**src/rtl/reg_arb_pkg.sv**
```systemverilog
// Shared types and default sizes for the register-file write arbiter.
package reg_arb_pkg;

  localparam int DATA_WIDTH_DEFAULT = 8;
  localparam int ADDR_WIDTH_DEFAULT = 3;
  localparam int NUM_REGS_DEFAULT   = 8;

  typedef enum logic {
    IDLE  = 1'b0,
    SWEEP = 1'b1
  } arb_state_t;

  typedef enum logic {
    REQ_A_ID = 1'b0,
    REQ_B_ID = 1'b1
  } req_id_t;

  function automatic req_id_t other_req(input req_id_t id);
    return (id == REQ_A_ID) ? REQ_B_ID : REQ_A_ID;
  endfunction

endpackage

```
**src/rtl/rr_pick2.sv**
```systemverilog
// Two-way round-robin picker; purely combinational, the caller owns the pointer.
module rr_pick2
  import reg_arb_pkg::*;
(
  input  logic    [1:0] eligible,
  input  req_id_t       prio,
  output req_id_t       gnt_id,
  output logic          gnt_valid
);

  // bit 0 is requester A, bit 1 is requester B; prio only matters on a tie
  always_comb begin
    gnt_valid = |eligible;
    gnt_id    = REQ_A_ID;
    if (eligible == 2'b11) begin
      gnt_id = prio;
    end else if (eligible[1]) begin
      gnt_id = REQ_B_ID;
    end
  end

endmodule

```
**src/rtl/reg_write_arbiter.sv**
```systemverilog
// Shares the reg_file write port between two requesters and runs the INIT sweep.
module reg_write_arbiter
  import reg_arb_pkg::*;
#(
  parameter int DATA_WIDTH = DATA_WIDTH_DEFAULT,
  parameter int ADDR_WIDTH = ADDR_WIDTH_DEFAULT,
  parameter int NUM_REGS   = NUM_REGS_DEFAULT
) (
  input  logic                  CLK,
  input  logic                  RESET,
  input  logic                  INIT,
  input  logic [DATA_WIDTH-1:0] INIT_DATA,
  output logic                  BUSY,
  input  logic                  REQ_A,
  input  logic                  REQ_B,
  input  logic [ADDR_WIDTH-1:0] WADDR_A,
  input  logic [ADDR_WIDTH-1:0] WADDR_B,
  input  logic [DATA_WIDTH-1:0] WDATA_A,
  input  logic [DATA_WIDTH-1:0] WDATA_B,
  output logic                  GNT_A,
  output logic                  GNT_B,
  output logic [ADDR_WIDTH-1:0] WRITEREG,
  output logic [DATA_WIDTH-1:0] WRITEDATA,
  output logic                  WRITEENABLE
);

  localparam logic [ADDR_WIDTH-1:0] LAST_IDX = ADDR_WIDTH'(NUM_REGS - 1);

  arb_state_t            state;
  req_id_t               prio;
  logic [ADDR_WIDTH-1:0] cnt;
  logic [DATA_WIDTH-1:0] init_val;
  logic [1:0]            eligible;
  req_id_t               pick_id;
  logic                  pick_valid;

  // a requester still showing its grant this cycle is not eligible again yet
  assign eligible = {REQ_B & ~GNT_B, REQ_A & ~GNT_A};

  rr_pick2 u_pick (
    .eligible  (eligible),
    .prio      (prio),
    .gnt_id    (pick_id),
    .gnt_valid (pick_valid)
  );

  always_ff @(posedge CLK or negedge RESET) begin
    if (!RESET) begin
      state       <= IDLE;
      prio        <= REQ_A_ID;
      cnt         <= '0;
      init_val    <= '0;
      BUSY        <= 1'b0;
      GNT_A       <= 1'b0;
      GNT_B       <= 1'b0;
      WRITEENABLE <= 1'b0;
      WRITEREG    <= '0;
      WRITEDATA   <= '0;
    end else begin
      case (state)
        SWEEP: begin
          BUSY        <= 1'b1;
          GNT_A       <= 1'b0;
          GNT_B       <= 1'b0;
          WRITEENABLE <= 1'b1;
          WRITEREG    <= cnt;
          WRITEDATA   <= init_val;
          cnt         <= cnt + 1'b1;
          if (cnt == LAST_IDX) begin
            state <= IDLE;
          end
        end
        default: begin
          if (INIT) begin
            init_val    <= INIT_DATA;
            cnt         <= '0;
            state       <= SWEEP;
            BUSY        <= 1'b1;
            GNT_A       <= 1'b0;
            GNT_B       <= 1'b0;
            WRITEENABLE <= 1'b0;
          end else begin
            BUSY        <= 1'b0;
            GNT_A       <= pick_valid && (pick_id == REQ_A_ID);
            GNT_B       <= pick_valid && (pick_id == REQ_B_ID);
            WRITEENABLE <= pick_valid;
            // after any grant the other side gets the next tie
            if (pick_valid) begin
              prio      <= other_req(pick_id);
              WRITEREG  <= (pick_id == REQ_A_ID) ? WADDR_A : WADDR_B;
              WRITEDATA <= (pick_id == REQ_A_ID) ? WDATA_A : WDATA_B;
            end
          end
        end
      endcase
    end
  end

endmodule

```
**config.mk**
```make
export PLATFORM = sky130hd
export DESIGN_NAME = reg_write_arbiter
export DESIGN_NICKNAME = d
export VERILOG_FILES = /design/src/rtl/reg_arb_pkg.sv /design/src/rtl/rr_pick2.sv /design/src/rtl/reg_write_arbiter.sv
export SDC_FILE = /design/constraint.sdc
export NUM_CORES = 1
export LEC_CHECK = 0
export ABC_AREA = 1
export BUFFER_PORTS_ARGS = -buffer_cell sky130_fd_sc_hd__buf_2
export CAP_MARGIN = 20
export CORE_ASPECT_RATIO = 2
export CORE_MARGIN = 4
export CORE_UTILIZATION = 42
export DETAILED_ROUTE_END_ITERATION = 16
export PLACE_DENSITY = 0.8
export SYNTH_ARGS = -nofsm -noshare
export SYNTH_HDL_FRONTEND = slang
export SYNTH_SLANG_ARGS = --single-unit
```
**constraint.sdc**
```tcl
create_clock -name CLK -period 1.3 [get_ports CLK]
set_input_delay 0.13 -clock CLK [delete_from_list [all_inputs] [get_ports CLK]]
set_output_delay 0.13 -clock CLK [all_outputs]
set_load 0.05 [all_outputs]
```
[After elaboration in Yosys (flattened, before gate mapping)]
Index checks and enable logic that the tools add are counted.
Cells by class
  add/subtract/negate cells: 1
  equality and inequality tests: 3
  mux-type cells: 23
  bitwise operators: 7
  reductions and logical operators: 8
Operators by type and width (count)
  $mux 8: 4
  $mux 3: 6
  $mux 1: 13
  $not 1->1: 5
  $reduce_and 2->1: 2
  $reduce_bool 2->1: 2
  $add 3x1->3 const B: 1
  $eq 3x3->1 const B: 1
  $reduce_and 3->1: 1
  $and 1x1->1: 2
  $eq 2x2->1 const B: 1
  $logic_and 1x1->1: 2
  $ne 2x1->1 const B: 1
  $reduce_or 2->1: 1
Storage, ports and cells
  flip-flop bits (word level): 28
  input bits: 35
  output and inout bits: 15
  word-level logic and storage cells: 52

[Longest topological paths before layout]
Gate-level depths: netlist (run 1).
  depth after elaboration: 8
  mapped depth: 8
  gate-level depth less buffers: 8

[Cells and area by module]
Synthesis (run 1) repeated with hierarchy kept, for this count alone.
Second synthesis, totals
  cell total of the unflattened synthesis: 170
  area total of the unflattened synthesis: 1337.5 sq um
By module, submodules not included
  reg_write_arbiter: instances 1, cells an instance 165, area each 1315.0 sq um, sequential area each 700.7 sq um
  rr_pick2: instances 1, cells an instance 5, area each 22.5 sq um, sequential area each 0.0 sq um

[Worst setup path before layout (run 1)]
Ideal clock, no wire load.
  kind: flip-flop to flip-flop
  start point: register GNT_A
  end point: register WRITEDATA[0]
  setup time: 0.067 ns
  arrival: 1.306 ns
  required time: 1.233 ns
  slack: -0.073 ns
  stages on the path, launching flop included: 8
  buffers on the path: 1
  clock period less this slack: 1.373 ns
  cells stage by stage: dfrtp_1 > inv_1 > nand2_1 > nand3_1 > nand2_4 > buf_6 > nand2_1 > nand3_2
On the way
  word-level cells in the longest chain between the ends: 8
  elaborated cells between the ends (all ways): 11
  classes of those cells: 1 x eq/ne; 5 x mux; 2 x bitwise; 3 x reduce/logical
RTL lines
  start, declared: RTL line reg_write_arbiter.sv:20  | output logic GNT_A,
  start signal, assigned: RTL line reg_write_arbiter.sv:84  | GNT_A <= pick_valid && (pick_id == REQ_A_ID);
  $not 1->1 *: RTL line reg_write_arbiter.sv:38  | assign eligible = {REQ_B & ~GNT_B, REQ_A & ~GNT_A};
  $and 1x1->1 *: RTL line reg_write_arbiter.sv:38
  $eq 2x2->1: RTL line rr_pick2.sv:15  | if (eligible == 2'b11) begin
  $mux 1: RTL line rr_pick2.sv:15
  $mux 8: RTL line reg_write_arbiter.sv:91  | WRITEDATA <= (pick_id == REQ_A_ID) ? WDATA_A : WDATA_B;
  $mux 8: RTL line reg_write_arbiter.sv:88  | if (pick_valid) begin
  $mux 8: RTL line reg_write_arbiter.sv:74  | if (INIT) begin
  $mux 8: RTL line reg_write_arbiter.sv:60  | case (state)
  end signal, assigned: RTL line reg_write_arbiter.sv:67  | WRITEDATA <= init_val;
  end signal, assigned: RTL line reg_write_arbiter.sv:91
  end, declared: RTL line reg_write_arbiter.sv:23  | output logic [DATA_WIDTH-1:0] WRITEDATA,
Mark *: on every way between the ends. The rest lies on a longest branch, timed or not. The select of a mux whose other input is x is not followed.
A chain may end at the register's enable or synchronous reset.

[Worst setup path in the final report (run 1)]
  start point: register GNT_A
  end point: register WRITEREG[0]
On the way
  word-level cells in the longest chain between the ends: 8
  elaborated cells between the ends (all ways): 11
  classes of those cells: 1 x eq/ne; 5 x mux; 2 x bitwise; 3 x reduce/logical
RTL lines
  $not 1->1 *: RTL line reg_write_arbiter.sv:38
  $and 1x1->1 *: RTL line reg_write_arbiter.sv:38
  $eq 2x2->1: RTL line rr_pick2.sv:15
  $mux 1: RTL line rr_pick2.sv:15
  $mux 3: RTL line reg_write_arbiter.sv:90  | WRITEREG <= (pick_id == REQ_A_ID) ? WADDR_A : WADDR_B;
  $mux 3: RTL line reg_write_arbiter.sv:88
  $mux 3: RTL line reg_write_arbiter.sv:74
  $mux 3: RTL line reg_write_arbiter.sv:60
  end signal, assigned: RTL line reg_write_arbiter.sv:66  | WRITEREG <= cnt;
  end signal, assigned: RTL line reg_write_arbiter.sv:90
  end, declared: RTL line reg_write_arbiter.sv:22  | output logic [ADDR_WIDTH-1:0] WRITEREG,
Marked as above.

==> impl_results.md, run 1 <==
- Worst EP arrival: 1380 ps
- Synth Flop Type: dfrtp_1
- WHS Path Cells: 2
- DIE AREA: 4560 µm²
- Final Critical Period: 1210 ps
- Final period util: 0.931
- Synth cell count leaders: nand2_1, dfrtp_1, nand3_2, inv_1, nand3b_1
- Post-Syn Nets: 188
- Syn Area/Cell: 9.71 µm²
- Hold Path Class: in2reg
- Worst reg2reg path depth: 7
- Final ANT Viol Nets: 0
- Count leader, synth: nand2_1
- Post-Synthesis Cells: 151
- Sequential-to-total area share from yosys stat: 0.478
- Cell Area, Placed: 1770 µm²
- CTS root buffer: clkbuf_8
- Diode count: 0
- Relative slew slack: 0.729
- Async SR Flop Fraction: 1.00
- Sequential share of power: 0.350
- Nature of the critical path endpoint: register
- Nets: roughly 240
- Cell variety after synth: 20
- Crit-path max cell delay: 410 ps
- #FFs+latches synth: 28
- Comb pwr share: 0.492
- Power share of the clock group: 0.158
- Crit path cell chain: inv_1 > nand3_1 > buf_4 > nand3_1 > nand3_1 > nand2_1 > nand2_1
- Routed WL per cell: 14.4 µm
- Setup Buffers After CTS: 0
- Drc violations: 0
- Clock transition at path regs: about 90 ps
- Power Dens Cells: 2310 nW/µm²
- Vias/cell: 5.07
- I/O pins: 50
- Port buffer count: 49
- Slowest CP cell: dfrtp_2
- Leak pwr: 0.993 nW
- Via count: 1201
- Area Growth Syn to Fin: 26.6%
- Vias in the first global route: about 1.3k
- NetSw: 1.92 mW
- Type of origin of the critical path: register
- Largest net degree at the start of global routing: 19
- Critical-path maximum fanout: 11
- Number of core rows: 30
- Crit path kind: reg2reg
- DP HPWL: 2.80 mm
- Top cell type's share of synthesized area: 0.478
- Status: finished clean
- GRT Util Overall: 0.164
- Global-route wire length before repair: roughly 5.7 mm
- Number of buffers created by CTS: 3
- Die extent in x: 49.8 µm
- Max Clk Rate: 827 MHz
- Core box area: 3380 µm²
- Clock sinks: 28
- Post-synth top area cell: dfrtp_1
- Share of layout cells above drive strength 1: 0.468
- Synthesized cell area: between 1000 and 1500 µm²
- Max cap viols: 0
- Slew Limit Fails: 0
- Pint: 2.37 mW
- Starting Density: 0.434
- Max Root-Sink Buffers: 2
- Synth top area cells: dfrtp_1, nand3_2, nand2_1, mux2_2, nand3b_1
- Total grt overflow: 0
- Final Hold Violating Endpoints: 0
- GP Congestion: roughly 0.8
- Cell repeated most along the worst path: nand3_1
- DRT Pass-1 Iters: 4
- Final instance area: between 1500 and 2000 µm²
- Required @ worst endpoint: 1470 ps
- Sum of negative setup slack: 0 ps
- CTS tree: built
- Worst-Skew Late Latency: approximately 270 ps
- Final setup vio count: 0
- RSZ-0062 raised after global routing: no
- Pin slew with the least headroom to its limit: 407 ps
- Number of synthesized flops with an enable pin: 0
- Initial DRC Count: 26
- Max VDD drop: 1.52 mV
- Final Total Pwr: roughly 4.3 mW
- Die Y: 91.6 µm
- Sw Ratio: 0.447
- Initial antenna violation count: 0
- Clock skew: 2.90 ps
- Final wirelength: 3.41 mm
- Synthesis warning total: 0
- CTS H-tree lvls: 1
==> layout by cell type, fill, tap and decap left out, drive strengths merged <==
master       Yosys  layout
a21oi            1       1
buf              5      55
bufinv           0       1
clkbuf           1       3
dfrtp           28      28
dlygate4sd3      0       1
ha               2       2
inv             18      18
mux2             8       8
nand2           45      45
nand3           27      27
nand3b          10      10
nor2             3       3
o21ai            3       3
==> flip-flops by register name, summed over array words and instances, names as in the netlist <==
register / cells
GNT_A: 1
WRITEREG: 3
BUSY: 1
GNT_B: 1
init_val: 8
state: 1
cnt: 3
WRITEDATA: 8
prio: 1
WRITEENABLE: 1
==> layout make-up <==
type,instances,area [µm²]
Inverter,18,70.1
Fill cell,326,1520
Multi-Input combinational cell,99,659
Timing Repair Buffer,56,313
Clock inverter,1,30.0
Clock buffer,3,41.3
Tap cell,32,40.0
Sequential cell,28,703
==> routing by layer <==
| metal | part of all wire | global-route usage | vias up |
|---|---|---|---|
| li1 | - | - | 592 |
| met1 | 0.34 | 0.164 | 576 |
| met2 | 0.61 | 0.329 | 27 |
| met3 | 0.032 | 0.0148 | 6 |
| met4 | 0.018 | 0.0577 | 0 |
| met5 | 0 | 0 | - |
==> path summary, 6_finish.rpt <==
kind,from,to,slack [ps]
min in group asynchronous,RESET,GNT_A,330
max reg2reg,GNT_A,WRITEREG[0],90
min reg2reg,WRITEREG[0],WRITEREG[0],480
max,GNT_A,WRITEREG[0],90
min,INIT_DATA[2],init_val[2],90
max in group asynchronous,RESET,init_val[3],520
==> kinds of logic (layout without fill, tap and decap cells) <==
kind of cell / after synthesis / count (layout) / synth area share
compound gates: 4 / 4 / 0.0213
fa+ha+maj: 2 / 2 / 0.0171
buf+inv: 24 / 78 / 0.0776
flops: 28 / 28 / 0.478
mux: 8 / 8 / 0.0614
simple gates: 85 / 85 / 0.345
==> worst max-delay path: cells and delay by family, from the launching register on <==
family,cells,cell delay [ps]
flip-flops,1,410
AND/OR/NAND/NOR,5,400
buffers and inverters,2,290
==> stage by stage <==
step                      hold slack (ps)  utilization  instances  setup slack (ps)
final                                85.3        0.550        237              90.3
after floorplan                      -166            -        151              34.4
after global routing                 84.2        0.550        237              22.1
after detailed placement             85.1        0.523        232              15.0
after global placement               83.2        0.523        232              15.7
after CTS                            82.7        0.548        237               101
==> power by group through the flow <==
stage               Sequential (mW)  Combinational, mW  Clock (mW)
global placement               1.52               2.07           0
CTS                            1.51               2.13       0.686
floorplan                      2.16              0.946           0
detailed placement             1.53               2.11           0
finish                         1.50               2.11       0.674
global route                   1.55               2.29       0.716
==> what timing repair did <==
item	in CTS	in global routing
resized for setup	1	1
endpoints found under the hold margin	16	0
endpoints found under the setup margin	2	1
hold buffers	1	0
Note: power is estimated with default switching activity, not from simulation.
==> run 2, diff against run 1 <==
--- a/config.mk
+++ b/config.mk
@@ -12,7 +12,7 @@
 export CORE_MARGIN = 4
 export CORE_UTILIZATION = 42
 export DETAILED_ROUTE_END_ITERATION = 16
-export PLACE_DENSITY = 0.8
+export PLACE_DENSITY = 0.72
 export SYNTH_ARGS = -nofsm -noshare
 export SYNTH_HDL_FRONTEND = slang
 export SYNTH_SLANG_ARGS = --single-unit
==> constraint.sdc (replaced) <==
create_clock -name CLK -period 1.3 [get_ports CLK]
set_input_delay 0.13 -clock CLK [delete_from_list [all_inputs] [get_ports CLK]]
set_output_delay 0.13 -clock CLK [all_outputs]
set_load 0.1 [all_outputs]
==> run 2 against run 1 <==
  * Flip-flop and latch count is the same
  * Register-to-register slack got worse by 20 ps
  * Worst hold slack got worse by 4.4 ps
  * Critical endpoint is now GNT_A
==> impl_results.md, run 2 (same netlist as run 1, synthesis figures left out) <==
- Drc violations: 0
- Max Root-Sink Buffers: 2
- Final Core Density: 0.562
- Final period util: 0.970
- Max cap viols: 0
- Power Dens Cells: 2660 nW/µm²
- Initial antenna violation count: 0
- Leak pwr: 1.00 nW
- Commonest non-fill, non-tap cell in the layout: buf_2
- Share of layout cells above drive strength 1: 0.488
- Nets: 243
- GRT Util Overall: 0.161
- Final ANT Viol Nets: 0
- Largest net degree at the start of global routing: 17
- Die extent in x: 49.8 µm
- Crit path cell chain: buf_2
- Number of core rows: 30
- Layout fillers: between 300 and 400
- Starting Density: 0.434
- Cell Area, Placed: 1810 µm²
- Most frequent cells in the layout: buf_2, nand2_1, dfrtp_1
- Final wirelength: ~3.4 mm
- Setup Buffers After CTS: 0
- DIE AREA: 4560 µm²
- Status: finished clean
- Delay-heaviest family, CP: flip-flops
- Slew Limit Fails: 0
- Type of origin of the critical path: register
- GP Congestion: 0.811
- Required @ worst endpoint: 1170 ps
- Max Clk Rate: 793 MHz
- Non-filler cells, final: 237
- Inst Count DP: 232
- Pin slew with the least headroom to its limit: slightly below 500 ps
- Relative slew slack: 0.676
- Nature of the critical path endpoint: output pin
- Via count: 1181
- Die Y: 91.6 µm
- Hold Path Class: in2reg
- Pre-CTS setup slack: 81.0 ps
- Initial DRC Count: 17
- Biggest regs: WRITEDATA x8, init_val x8
- DRT Pass-1 Iters: 4
- Core box area: approximately 3400 µm²
- Port buffer count: 49
- Final Hold Violating Endpoints: 0
- Vias/cell: about 5
- Clock sinks: 28
- Number of buffers created by CTS: 3
- Critical path buffer and inverter count: 1
- Max VDD drop: ~1.8 mV
- Total grt overflow: 0
- DP HPWL: approximately 2.7 mm
- Area Growth Syn to Fin: 29.5%
- Critical-path maximum fanout: 2
- Final WS setup: about 40 ps
- Slowest CP cell: dfrtp_4
- Crit path kind: reg2out
- Global-route wire length before repair: 5.62 mm
- Clock skew: 1.51 ps
- Sum of negative setup slack: 0 ps
- Clock transition at path regs: 90 ps
- Vias in the first global route: 1256
- Diode count: 0
- RSZ-0062 raised after global routing: no
- Routed WL per cell: approximately 14 µm
- Worst-Skew Late Latency: ~270 ps
- Final setup vio count: 0
- CTS H-tree lvls: 1
- CTS tree: built
- Final instance area: 1900 µm²
- Final Critical Period: 1260 ps
- I/O pins: 50
- Crit-path max cell delay: 430 ps
- Worst EP arrival: between 1000 and 1500 ps
- CTS root buffer: clkbuf_8
run 2: changes by cell type in the layout (fill, tap and decap cells not counted):
cell	before	now
buf_12	1	2
buf_4	5	4
dfrtp_2	2	0
dfrtp_4	0	2
inv_1	15	14
inv_4	1	2
nand2_1	40	39
nand2_2	1	0
nand2_4	4	6
nand3_1	9	7
nand3_2	18	20
run 2: repair_timing:
action / in CTS / in global routing
endpoints found under the hold margin: 10 / 0
hold buffers: 1 / 0
setup endpoints to repair: 0 / 1
resized for setup: 0 / 1
run 2: area by class of cell:
class	count	area, µm²	area share
inverter	18	72.6	0.0382
clock inverter	1	30.0	0.0158
multi-input combinational	99	682	0.359
tap	32	40.0	0.0211
timing repair buffer	56	325	0.171
sequential	28	708	0.373
clock buffer	3	41.3	0.0217
run 2: final timing paths:
kind	from	end	slack, ps	cells past startpoint
worst max-delay path	GNT_A	GNT_A	40	1
worst min-delay path	INIT_DATA[0]	init_val[0]	80	2
worst max register to register	GNT_B	WRITEDATA[7]	70	7
worst min register to register	WRITEREG[0]	WRITEREG[0]	500	2
max in group asynchronous	RESET	cnt[2]	630	3
min in group asynchronous	RESET	GNT_B	250	2
run 2: power breakdown:
part	switching, mW	internal (mW)
Sequential	0.215	1.28
Combinational	2.20	0.693
Clock	0.263	0.412
Total	2.68	2.38
run 2: layer usage:
metal | GRT usage | wire length [µm] | up-vias
li1 | - | - | 593
met1 | 0.170 | 1200 | 551
met2 | 0.305 | 2000 | 29
met3 | 0.0213 | 122 | 8
met4 | 0.0647 | 76 | 0
met5 | 0 | 0 | -
run 2: metrics by stage:
step           hold slack (ps)  power [mW]
6_report                  80.9        5.06
4_1_cts                   80.0        5.09
3_5_place_dp              15.3        4.41
3_3_place_gp              10.5        4.36
2_1_floorplan             -166        3.88
5_1_grt                   76.8        5.34
==> run 3, diff against run 2 <==
--- a/config.mk
+++ b/config.mk
@@ -12,7 +12,7 @@
 export CORE_MARGIN = 4
 export CORE_UTILIZATION = 42
 export DETAILED_ROUTE_END_ITERATION = 16
-export PLACE_DENSITY = 0.72
+export PLACE_DENSITY = 0.74
 export SYNTH_ARGS = -nofsm -noshare
 export SYNTH_HDL_FRONTEND = slang
 export SYNTH_SLANG_ARGS = --single-unit
==> constraint.sdc (replaced) <==
create_clock -name CLK -period 1.1 [get_ports CLK]
set_input_delay 0.11 -clock CLK [delete_from_list [all_inputs] [get_ports CLK]]
set_output_delay 0.11 -clock CLK [all_outputs]
set_load 0.1 [all_outputs]
==> run 3 against run 2 <==
  * The flow now finishes with violations (negative setup slack)
  * Sequential power is 28% higher
  * Core utilization is 13 points higher
  * Sequential share of layout area is 7.2 points lower
  * Clock-buffer cell count stayed put
  * Combinational power is 57% higher
  * Critical path depth is 5 higher
  * Non-clock buffer count is 13 higher
  * Setup slack worse by 210 ps
  * Final cell count is 5.5% higher
  * Die area stayed put
  * Total power is 43% higher
  * Critical endpoint is now WRITEDATA[2]
==> impl_results.md, run 3 (same netlist as run 1, synthesis figures left out) <==
- Status: finished with violations
- Violated checks: negative setup slack
- Initial DRC Count: 24
- Final period util: 1.16
- Sw Ratio: 0.485
- Clock sinks: 28
- GP Congestion: 0.822
- R2R Setup Slk: -170 ps
- Final WS setup: -171 ps
- Max Root-Sink Buffers: 2
- GRT Util Overall: 0.178
- Relative slew slack: 0.774
- Power share of the clock group: 0.113
- Largest net degree at the start of global routing: 17
- Routed WL per cell: 16.3 µm
- NetSw: around 3.5 mW
- Port buffer count: 49
- Power Dens Cells: 3080 nW/µm²
- Initial antenna violation count: 0
- RR Endpoint: WRITEDATA[2]
- Worst EP arrival: about 1500 ps
- Slew Limit Fails: 0
- Number of buffers created by CTS: 3
- Leak pwr: 1.15 nW
- Sequential share of power: 0.262
- Final ANT Viol Nets: 0
- Total grt overflow: 0
- Die extent in x: 49.8 µm
- Most frequent cells in the layout: nand2_1, buf_2, dfrtp_1
- Hold path startpoint: INIT_DATA[7]
- CTS root buffer: clkbuf_8
- Die Y: 91.6 µm
- Non-filler cells, final: 250
- Core box area: 3380 µm²
- Final setup vio count: 15
- Clock skew: 3.03 ps
- CTS H-tree lvls: 1
- DRT Pass-1 Iters: 4
- Critical-path maximum fanout: 6
- Biggest regs: WRITEDATA x8, init_val x8
- DIE AREA: 4560 µm²
- Worst reg2reg path depth: 6
- Pint: 3.73 mW
- Worst r2r src: GNT_A
- Final Core Density: 0.696
- Hold Path Class: in2reg
- I/O pins: 50
- Drc violations: 0
- Final Hold Violating Endpoints: 0
- Vias in the first global route: 1341
- Type of origin of the critical path: register
- Nets: 256
- Comb pwr share: 0.625
- Clock transition at path regs: around 90 ps
- Area Growth Syn to Fin: 60.3%
- CTS tree: built
- Global-route wire length before repair: 6.07 mm
- Sum of negative setup slack: -2070 ps
- Final Critical Period: 1270 ps
- Crit path kind: reg2reg
- Required @ worst endpoint: 1320 ps
- Max Clk Rate: 787 MHz
- Vias/cell: 5.22
- DP HPWL: 2.87 mm
- Number of core rows: 30
- Inst Count DP: 241
- Nature of the critical path endpoint: register
- Share of layout cells above drive strength 1: 0.555
- Hold Path End: init_val[7]
- Starting Density: 0.434
- WHS Path Cells: 2
- Final Total Pwr: slightly above 7 mW
- Pin slew with the least headroom to its limit: 339 ps
- Via count: 1306
- Max VDD drop: 2.19 mV
- Worst-Skew Late Latency: 280 ps
- Max cap viols: 0
- RSZ-0062 raised after global routing: yes
- Diode count: 0
- Final wirelength: 4.08 mm
- Commonest non-fill, non-tap cell in the layout: nand2_1
-- run 3: cell types whose count changed in the layout (fill, tap and decap cells not counted), sizes merged --
cell,previous run,this run
buf,55,68
-- run 3: worst max-delay path by stage --
stage	start	end	slack (ps)	cells after the start
after floorplan	GNT_A	WRITEDATA[0]	-200	7
after global placement	GNT_B	WRITEREG[0]	-110	8
after detailed placement	GNT_B	WRITEREG[0]	-130	8
after CTS	GNT_B	WRITEREG[2]	-130	6
after global routing	GNT_A	WRITEDATA[7]	-220	6
final	GNT_A	WRITEDATA[2]	-170	6
-- run 3: power by group through the flow --
stage	clock, mW	combinational, mW	sequential [mW]
after detailed placement	0	4.29	1.92
after global placement	0	4.22	1.89
final	0.817	4.53	1.90
after global routing	0.876	4.74	1.96
after floorplan	0	1.16	3.43
after CTS	0.832	4.39	1.91
-- run 3: routing by layer --
layer,part of all wire,GRT usage
met5,0,0
met4,0.051,0.150
met3,0.037,0.0213
met2,0.58,0.322
met1,0.33,0.170
-- run 3: cell type report --
type / count / area [µm²]
clock buffers: 3 / 41.3
clock inverters: 1 / 30.0
fillers: 246 / 1030
inverters: 18 / 80.1
multi-input cells: 99 / 791
flip-flops and latches: 28 / 708
well taps: 32 / 40.0
repair buffers: 69 / 661
-- run 3: metrics by stage --
step / instance area (µm²) / setup slack, ps / hold slack (ps)
after floorplan: 1510 / -198 / -186
after global placement: 2110 / -106 / 20.0
after detailed placement: 2110 / -128 / 26.5
after CTS: 2250 / -127 / 48.7
after global routing: 2350 / -217 / 48.3
final: 2350 / -171 / 54.5
-- run 3: critical path, stage by stage, from the launching register on --
cell and delay [ps]:
dfrtp_4 510, inv_4 80, nand2_4 60, a21oi_4 240, buf_12 170, nand3_4 90, nand3_2 60
-- run 3: timing repair --
| action | CTS | global route |
|---|---|---|
| hold buffers | 1 | 0 |
| pin swaps | 5 | 9 |
| resized for setup | 8 | 19 |
| gates cloned | 1 | 0 |
| endpoints found under the hold margin | 12 | 0 |
| buffers inserted | 2 | 1 |
| setup endpoints to repair | 22 | 16 |
